<file path="src/rtl/stream_mux_pkg.sv">
// Shared types and helpers for the N:1 packet-locked stream multiplexer.
// Latency: n/a (declarations only).
// Backpressure: n/a (declarations only).
package stream_mux_pkg;

  typedef enum logic {
    IDLE   = 1'b0,
    LOCKED = 1'b1
  } state_t;

  localparam int ARB_RR    = 0;
  localparam int ARB_FIXED = 1;

  // Width of a channel index; never narrower than one bit.
  function automatic int sel_w(input int n);
    return (n > 2) ? $clog2(n) : 1;
  endfunction

endpackage

</file>
<file path="src/rtl/stream_mux_if.sv">
// Bundle of the per-channel input streams and the merged output stream.
// Latency: n/a (wiring only).
// Backpressure: n/a (wiring only).
// Ports: in_valid/in_ready/in_data/in_last (CHANNELS lanes), out_valid/out_ready/
//        out_data/out_last/out_channel (merged stream), busy (packet lock held).
// master = upstream producers plus downstream sink; slave = the multiplexer.
interface stream_mux_if import stream_mux_pkg::*; #(
  parameter int WIDTH    = 16,
  parameter int CHANNELS = 4,
  parameter int SEL_W    = sel_w(CHANNELS)
) ();

  logic [CHANNELS-1:0]       in_valid;
  logic [CHANNELS-1:0]       in_ready;
  logic [CHANNELS*WIDTH-1:0] in_data;
  logic [CHANNELS-1:0]       in_last;
  logic                      out_valid;
  logic                      out_ready;
  logic [WIDTH-1:0]          out_data;
  logic                      out_last;
  logic [SEL_W-1:0]          out_channel;
  logic                      busy;

  modport master (
    output in_valid, in_data, in_last, out_ready,
    input  in_ready, out_valid, out_data, out_last, out_channel, busy
  );

  modport slave (
    input  in_valid, in_data, in_last, out_ready,
    output in_ready, out_valid, out_data, out_last, out_channel, busy
  );

endinterface

</file>
<file path="src/rtl/stream_mux_rr_arbiter.sv">
// Combinational request picker: round-robin from ptr, or lowest index first.
// Latency: 0 cycles (purely combinational).
// Backpressure: none; the caller gates the grant with its own load condition.
// Ports: req (request vector), ptr (round-robin start), gnt (one-hot), idx (encoded), any.
module rr_arbiter import stream_mux_pkg::*; #(
  parameter int CHANNELS = 4,
  parameter int ARB_MODE = ARB_RR,
  parameter int SEL_W    = sel_w(CHANNELS)
) (
  input  logic [CHANNELS-1:0] req,
  input  logic [SEL_W-1:0]    ptr,
  output logic [CHANNELS-1:0] gnt,
  output logic [SEL_W-1:0]    idx,
  output logic                any
);

  // Walk the channels in priority order and keep the first requester seen.
  always_comb begin : search
    logic [SEL_W-1:0] cand;
    gnt  = '0;
    idx  = '0;
    any  = 1'b0;
    cand = '0;
    for (int i = 0; i < CHANNELS; i++) begin
      if (ARB_MODE == ARB_FIXED) begin
        cand = SEL_W'(i);
      end else begin
        cand = SEL_W'((int'(ptr) + i) % CHANNELS);
      end
      if (!any && req[cand]) begin
        any       = 1'b1;
        gnt[cand] = 1'b1;
        idx       = cand;
      end
    end
  end

endmodule

</file>
<file path="src/rtl/stream_mux.sv">
// N:1 stream multiplexer; the grant is held from a packet's first beat to its last.
// Latency: 1 cycle through the output register; one beat per cycle sustained.
// Backpressure: a full, stalled output register drops every in_ready in the same cycle.
// Ports: clk, rst (async, active-high), bus (stream_mux_if.slave: inputs, output, busy).
module stream_mux import stream_mux_pkg::*; #(
  parameter int WIDTH    = 16,
  parameter int CHANNELS = 4,
  parameter int ARB_MODE = ARB_RR
) (
  input  logic          clk,
  input  logic          rst,
  stream_mux_if.slave   bus
);

  localparam int SEL_W = sel_w(CHANNELS);

  state_t              state, state_nxt;
  logic [SEL_W-1:0]    ptr, ptr_nxt;
  logic [SEL_W-1:0]    grant, grant_nxt;

  logic [CHANNELS-1:0] arb_gnt;
  logic [SEL_W-1:0]    arb_idx;
  logic                arb_any;

  logic [CHANNELS-1:0] sel_oh;
  logic [SEL_W-1:0]    win;
  logic [CHANNELS-1:0] ready;
  logic                can_load;
  logic                accept;
  logic                win_last;
  logic [WIDTH-1:0]    win_data;

  logic                out_valid_q;
  logic                out_last_q;
  logic [WIDTH-1:0]    out_data_q;
  logic [SEL_W-1:0]    out_channel_q;

  function automatic logic [SEL_W-1:0] next_idx(input logic [SEL_W-1:0] x);
    return (int'(x) == CHANNELS - 1) ? '0 : x + 1'b1;
  endfunction

  rr_arbiter #(
    .CHANNELS (CHANNELS),
    .ARB_MODE (ARB_MODE),
    .SEL_W    (SEL_W)
  ) u_arb (
    .req (bus.in_valid),
    .ptr (ptr),
    .gnt (arb_gnt),
    .idx (arb_idx),
    .any (arb_any)
  );

  assign can_load = !out_valid_q || bus.out_ready;

  // While locked only the owning channel is steered, whatever the others request.
  always_comb begin
    sel_oh = arb_gnt;
    win    = arb_idx;
    if (state == LOCKED) begin
      sel_oh        = '0;
      sel_oh[grant] = 1'b1;
      win           = grant;
    end
  end

  // Held low during reset so nothing upstream sees an accept it cannot complete.
  assign ready    = (can_load && !rst) ? sel_oh : '0;
  assign accept   = |(ready & bus.in_valid);
  assign win_last = |(sel_oh & bus.in_last);

  always_comb begin
    win_data = '0;
    for (int k = 0; k < CHANNELS; k++) begin
      if (sel_oh[k]) win_data = win_data | bus.in_data[k*WIDTH +: WIDTH];
    end
  end

  always_comb begin
    state_nxt = state;
    ptr_nxt   = ptr;
    grant_nxt = grant;
    case (state)
      IDLE: begin
        if (accept) begin
          if (win_last) begin
            ptr_nxt = next_idx(win);
          end else begin
            state_nxt = LOCKED;
            grant_nxt = win;
          end
        end
      end
      LOCKED: begin
        if (accept && win_last) begin
          state_nxt = IDLE;
          ptr_nxt   = next_idx(grant);
        end
      end
      default: state_nxt = IDLE;
    endcase
  end

  always_ff @(posedge clk or posedge rst) begin
    if (rst) begin
      state <= IDLE;
      ptr   <= '0;
      grant <= '0;
    end else begin
      state <= state_nxt;
      ptr   <= ptr_nxt;
      grant <= grant_nxt;
    end
  end

  // Load wins over drain, so a simultaneous drain and load leaves no bubble.
  always_ff @(posedge clk or posedge rst) begin
    if (rst) begin
      out_valid_q   <= 1'b0;
      out_last_q    <= 1'b0;
      out_data_q    <= '0;
      out_channel_q <= '0;
    end else if (accept) begin
      out_valid_q   <= 1'b1;
      out_last_q    <= win_last;
      out_data_q    <= win_data;
      out_channel_q <= win;
    end else if (bus.out_ready) begin
      out_valid_q   <= 1'b0;
    end
  end

  assign bus.in_ready    = ready;
  assign bus.out_valid   = out_valid_q;
  assign bus.out_last    = out_last_q;
  assign bus.out_data    = out_data_q;
  assign bus.out_channel = out_channel_q;
  assign bus.busy        = (state == LOCKED);

endmodule

</file>
<file path="src/flat_wrapper.sv">
// flat-port wrapper written by rule: the top's interface ports become plain ports
module stream_mux_flat import stream_mux_pkg::*;
#(
  parameter int WIDTH    = 16,
  parameter int CHANNELS = 4,
  parameter int ARB_MODE = ARB_RR
)
  (clk, rst, bus_in_valid, bus_in_data, bus_in_last, bus_out_ready, bus_in_ready, bus_out_valid, bus_out_data, bus_out_last, bus_out_channel, bus_busy);
  stream_mux_if #(.WIDTH(WIDTH), .CHANNELS(CHANNELS)) bus_i ();
  input  logic clk;
  input  logic rst;
  input wire logic [$bits(bus_i.in_valid)-1:0] bus_in_valid;
  input wire logic [$bits(bus_i.in_data)-1:0] bus_in_data;
  input wire logic [$bits(bus_i.in_last)-1:0] bus_in_last;
  input wire logic [$bits(bus_i.out_ready)-1:0] bus_out_ready;
  output wire logic [$bits(bus_i.in_ready)-1:0] bus_in_ready;
  output wire logic [$bits(bus_i.out_valid)-1:0] bus_out_valid;
  output wire logic [$bits(bus_i.out_data)-1:0] bus_out_data;
  output wire logic [$bits(bus_i.out_last)-1:0] bus_out_last;
  output wire logic [$bits(bus_i.out_channel)-1:0] bus_out_channel;
  output wire logic [$bits(bus_i.busy)-1:0] bus_busy;
  assign bus_i.in_valid = bus_in_valid;
  assign bus_i.in_data = bus_in_data;
  assign bus_i.in_last = bus_in_last;
  assign bus_i.out_ready = bus_out_ready;
  assign bus_in_ready = bus_i.in_ready;
  assign bus_out_valid = bus_i.out_valid;
  assign bus_out_data = bus_i.out_data;
  assign bus_out_last = bus_i.out_last;
  assign bus_out_channel = bus_i.out_channel;
  assign bus_busy = bus_i.busy;
  stream_mux #(.WIDTH(WIDTH), .CHANNELS(CHANNELS), .ARB_MODE(ARB_MODE)) u_core (.clk(clk), .rst(rst), .bus(bus_i));
endmodule
</file>
<file path="config.mk">
export PLATFORM = sky130hd
export DESIGN_NAME = stream_mux_flat
export DESIGN_NICKNAME = d
export VERILOG_FILES = /design/src/rtl/stream_mux_pkg.sv /design/src/rtl/stream_mux_if.sv /design/src/rtl/stream_mux_rr_arbiter.sv /design/src/rtl/stream_mux.sv /design/src/flat_wrapper.sv
export SDC_FILE = /design/constraint.sdc
export NUM_CORES = 1
export LEC_CHECK = 0
export ABC_AREA = 0
export CAP_MARGIN = 20
export CORE_MARGIN = 3
export CORE_UTILIZATION = 42
export CTS_CLUSTER_SIZE = 12
export DETAILED_ROUTE_END_ITERATION = 8
export GPL_ROUTABILITY_DRIVEN = 0
export HOLD_SLACK_MARGIN = 0.1
export PLACE_DENSITY = 0.87
export SLEW_MARGIN = 20
export SYNTH_ARGS = -nofsm -noshare
export SYNTH_HDL_FRONTEND = slang
export SYNTH_SLANG_ARGS = --single-unit
</file>
<file path="constraint.sdc">
create_clock -name clk -period 3.7 [get_ports clk]
set_input_delay 0.555 -clock clk [delete_from_list [all_inputs] [get_ports clk]]
set_output_delay 0.555 -clock clk [all_outputs]
set_load 0.05 [all_outputs]
</file>
==> reports/results.tsv, run 1 <==
stage	metric	value	unit
clock_tree	CTS resizes	0	
clock_tree	CTS tree	yes	
clock_tree	clock latency on the worst-skew pair	0.26	ns
critical_path	crit path capture type	output pin	
placement	dpl ws	0.127	ns
floorplanning	Die H	78.0	µm
routing	DRT Pass-1 Iters	7	
sta	max-slew violation count	0	
logic_synthesis	Yosys top cell area share	28.8	%
hold_path	hold path startpoint	u_core.bus.out_data[9]	
layout	Layout area overhead	56.1	%
routing	drt drc	0	
floorplanning	IO Count	100	
sta	clock period minus worst slack	3.51	ns
placement	PortBufs	99	
global_routing	first-pass GRT wire length	11.8	mm
logic_synthesis	fraction of registers with async set/reset	100	%
critical_path	reg2reg start	u_core.ptr[1]	
clock_tree	Worst-path clk slew	0.08	ns
logic_synthesis	area leader, netlist	dfrtp_1	
clock_tree	Setup Fix Bufs, Post-CTS	0	
clock_tree	Clock Tree Buf Depth	2	
global_routing	gr usage total	24.0	%
hold_path	Hold Path End	u_core.bus.out_data[9]	
sta	Final Skew	0.00476	ns
logic_synthesis	YS warnings	0	
power_and_ir_drop	Max VDD drop	0.695	mV
status	status	completed	
floorplanning	Initial Utilization	44.9	%
sta	Slew headroom	37.9	%
routing	1st-iter DRT viols	288	
critical_path	Critical Path RT	3.14	ns
power_and_ir_drop	power density over the cells	1050	nW/µm²
clock_tree	CTS buffer count	3	
floorplanning	Die ar.	6080	µm²
layout	layout cells sized above 1	14.4	%
clock_tree	clock root buffer	clkbuf_8	
clock_tree	Hold-fix buffers, CTS	0	
logic_synthesis	sequential cell area fraction in the yosys report	28.8	%
hold_path	HP Class	reg2reg	
power_and_ir_drop	leakage power	1.40	nW
sta	worst-margin pin slew	0.931	ns
critical_path	Setup crit start	bus_in_valid[2]	
clock_tree	H-tree Lvls	1	
logic_synthesis	Syn Std Cell Area	2170	µm²
critical_path	R2R setup slack	0.36	ns
floorplanning	die width	78.0	µm
logic_synthesis	syn avg cell area	9.37	µm²
sta	unrepaired setup endpoints after global routing	no	
job	Max Cap Violations	0	
sta	crit share post-route	94.9	%
logic_synthesis	top cells by area, synth	dfrtp_1 29%, nand2_1 7.9%, a222oi_1 7.4%	
critical_path	WP data arrival	2.96	ns
logic_synthesis	count leader, synth	nand2_1	
routing	Antenna Nets Post-Route	0	
global_routing	vias in the first global route	2408	
clock_tree	clock sink total	25	
sta	Hold Vio Cnt, Final	0	
logic_synthesis	top_reg_cell synth	dfrtp_1	
logic_synthesis	Post-Syn Instances	232	
floorplanning	Std-Cell Rows	25	
sta	setup TNS	0	ns
routing	routed vias/inst	5.77	
sta	final setup vio count	0	
routing	via count	2312	
logic_synthesis	Synth cell types	45	
critical_path	critical path launch point type	input pin	
logic_synthesis	Post-synth EDFFs	0	
critical_path	CP Class	in2out	
global_routing	largest net degree at the start of global routing	26	
routing	final wirelength	7.31	mm
routing	routed len/inst	18.2	µm
sta	highest clock rate	0.285	GHz
placement	Cells after DPL	397	
critical_path	R2R Path End	u_core.ptr[0]	
layout	n_diodes	0	
logic_synthesis	top cells by count, synth	46 x nand2_1, 25 x dfrtp_1, 16 x a222oi_1	
placement	dpl hpwl	5.77	mm
floorplanning	core area	4850	µm²
sta	slack of the critical path	0.189	ns
layout	Finished Layout Cells	401	
critical_path	worst r2r path cells	10	
global_routing	GRT overflow	0	
critical_path	worst-path fanout max	10	
global_routing	initial antenna violation count	0	
sta	hold_ws	0.498	ns
logic_synthesis	Yosys reg bits	25	
layout	fin nets	421	
logic_synthesis	syn nets	318	
layout	Fillers	352	
hold_path	worst hold stages	1	
==> final cells by class <==
| class | instances | area (µm²) | share of cell area (%) |
|---|---|---|---|
| clock buffers | 4 | 45.0 | 1.33 |
| inverters | 10 | 37.5 | 1.11 |
| multi-input cells | 182 | 1450 | 42.8 |
| flip-flops and latches | 25 | 626 | 18.4 |
| well taps | 67 | 83.8 | 2.47 |
| repair buffers | 113 | 1150 | 33.8 |
==> power breakdown <==
group	switching, mW	internal (mW)
registers	0.102	0.425
clock network	0.0810	0.0769
logic	1.66	1.22
total	1.84	1.72
==> worst max path at each step <==
| stage | end | cells after the start |
|---|---|---|
| after global routing | bus_in_ready[2] | 7 |
| after detailed placement | u_core.grant[0] | 8 |
| after global placement | u_core.grant[0] | 8 |
| after floorplan | bus_in_ready[3] | 10 |
| final | bus_in_ready[0] | 8 |
| after CTS | bus_in_ready[2] | 7 |
==> cells in the final DEF (no fill, tap or decap), types with 4 or more instances in the layout <==
master            n
a21oi_1           9
a222oi_1         16
a31oi_1           4
buf_12            5
buf_4            13
clkdlybuf4s50_1  95
dfrtp_1          25
ha_1             11
inv_1             9
mux2_1           10
mux2_2           12
mux2i_1          11
mux4_2            4
nand2_1          46
nand2b_1          8
nor2_1            4
o21ai_0           4
o221ai_1          4
o22ai_1           4
==> state kept, by name, summed over array words and instances, names as in the netlist, named ones only <==
name,cells
u_core.bus.out_data,16
u_core.bus.out_channel,2
u_core.grant,2
u_core.ptr,2
u_core.bus.out_last,1
u_core.bus.out_valid,1
==> critical path: stages <==
cell,delay [ns]
clkdlybuf4s50_1,0.57
mux4_2,0.65
nor2_1,0.29
o32ai_1,0.17
buf_4,0.18
a211oi_4,0.25
buf_4,0.16
buf_12,0.12
==> per-stage QoR <==
step | util (%) | power, mW | cell area (µm²)
2_1_floorplan | - | 2.45 | 2190
3_3_place_gp | 69.1 | 3.29 | 3350
3_5_place_dp | 69.1 | 3.37 | 3350
4_1_cts | 70.0 | 3.55 | 3390
5_1_grt | 70.0 | 3.79 | 3390
6_report | 70.0 | 3.56 | 3390
==> cell families after synthesis <==
logic type,share of synthesized area (%)
compound gates,21.7
simple gates,16.9
fa+ha+maj,6.33
mux,21.3
buf+inv,5.06
flops,28.8
==> metal layers <==
metal | part of all wire [%] | wire length [µm] | track usage, % | vias to the layer above
li1 | - | - | - | 1078
met1 | 40 | 2940 | 32.8 | 1085
met2 | 51 | 3740 | 40.8 | 132
met3 | 6.8 | 495 | 2.78 | 17
met4 | 1.9 | 137 | 4.72 | 0
met5 | 0 | 0 | 0 | -
(Power assumes the default switching activity.)
==> inputs of run 2 (changes only) <==
- CAP_MARGIN: 20 -> not set
==> results of run 2 <==
Final layout, timing and power as in run 1 (identical DEF).
==> inputs of run 3 (changes only) <==
- HOLD_SLACK_MARGIN: 0.1 -> 0.06
==> results of run 3 <==
Final layout, timing and power as in run 1 (identical DEF).
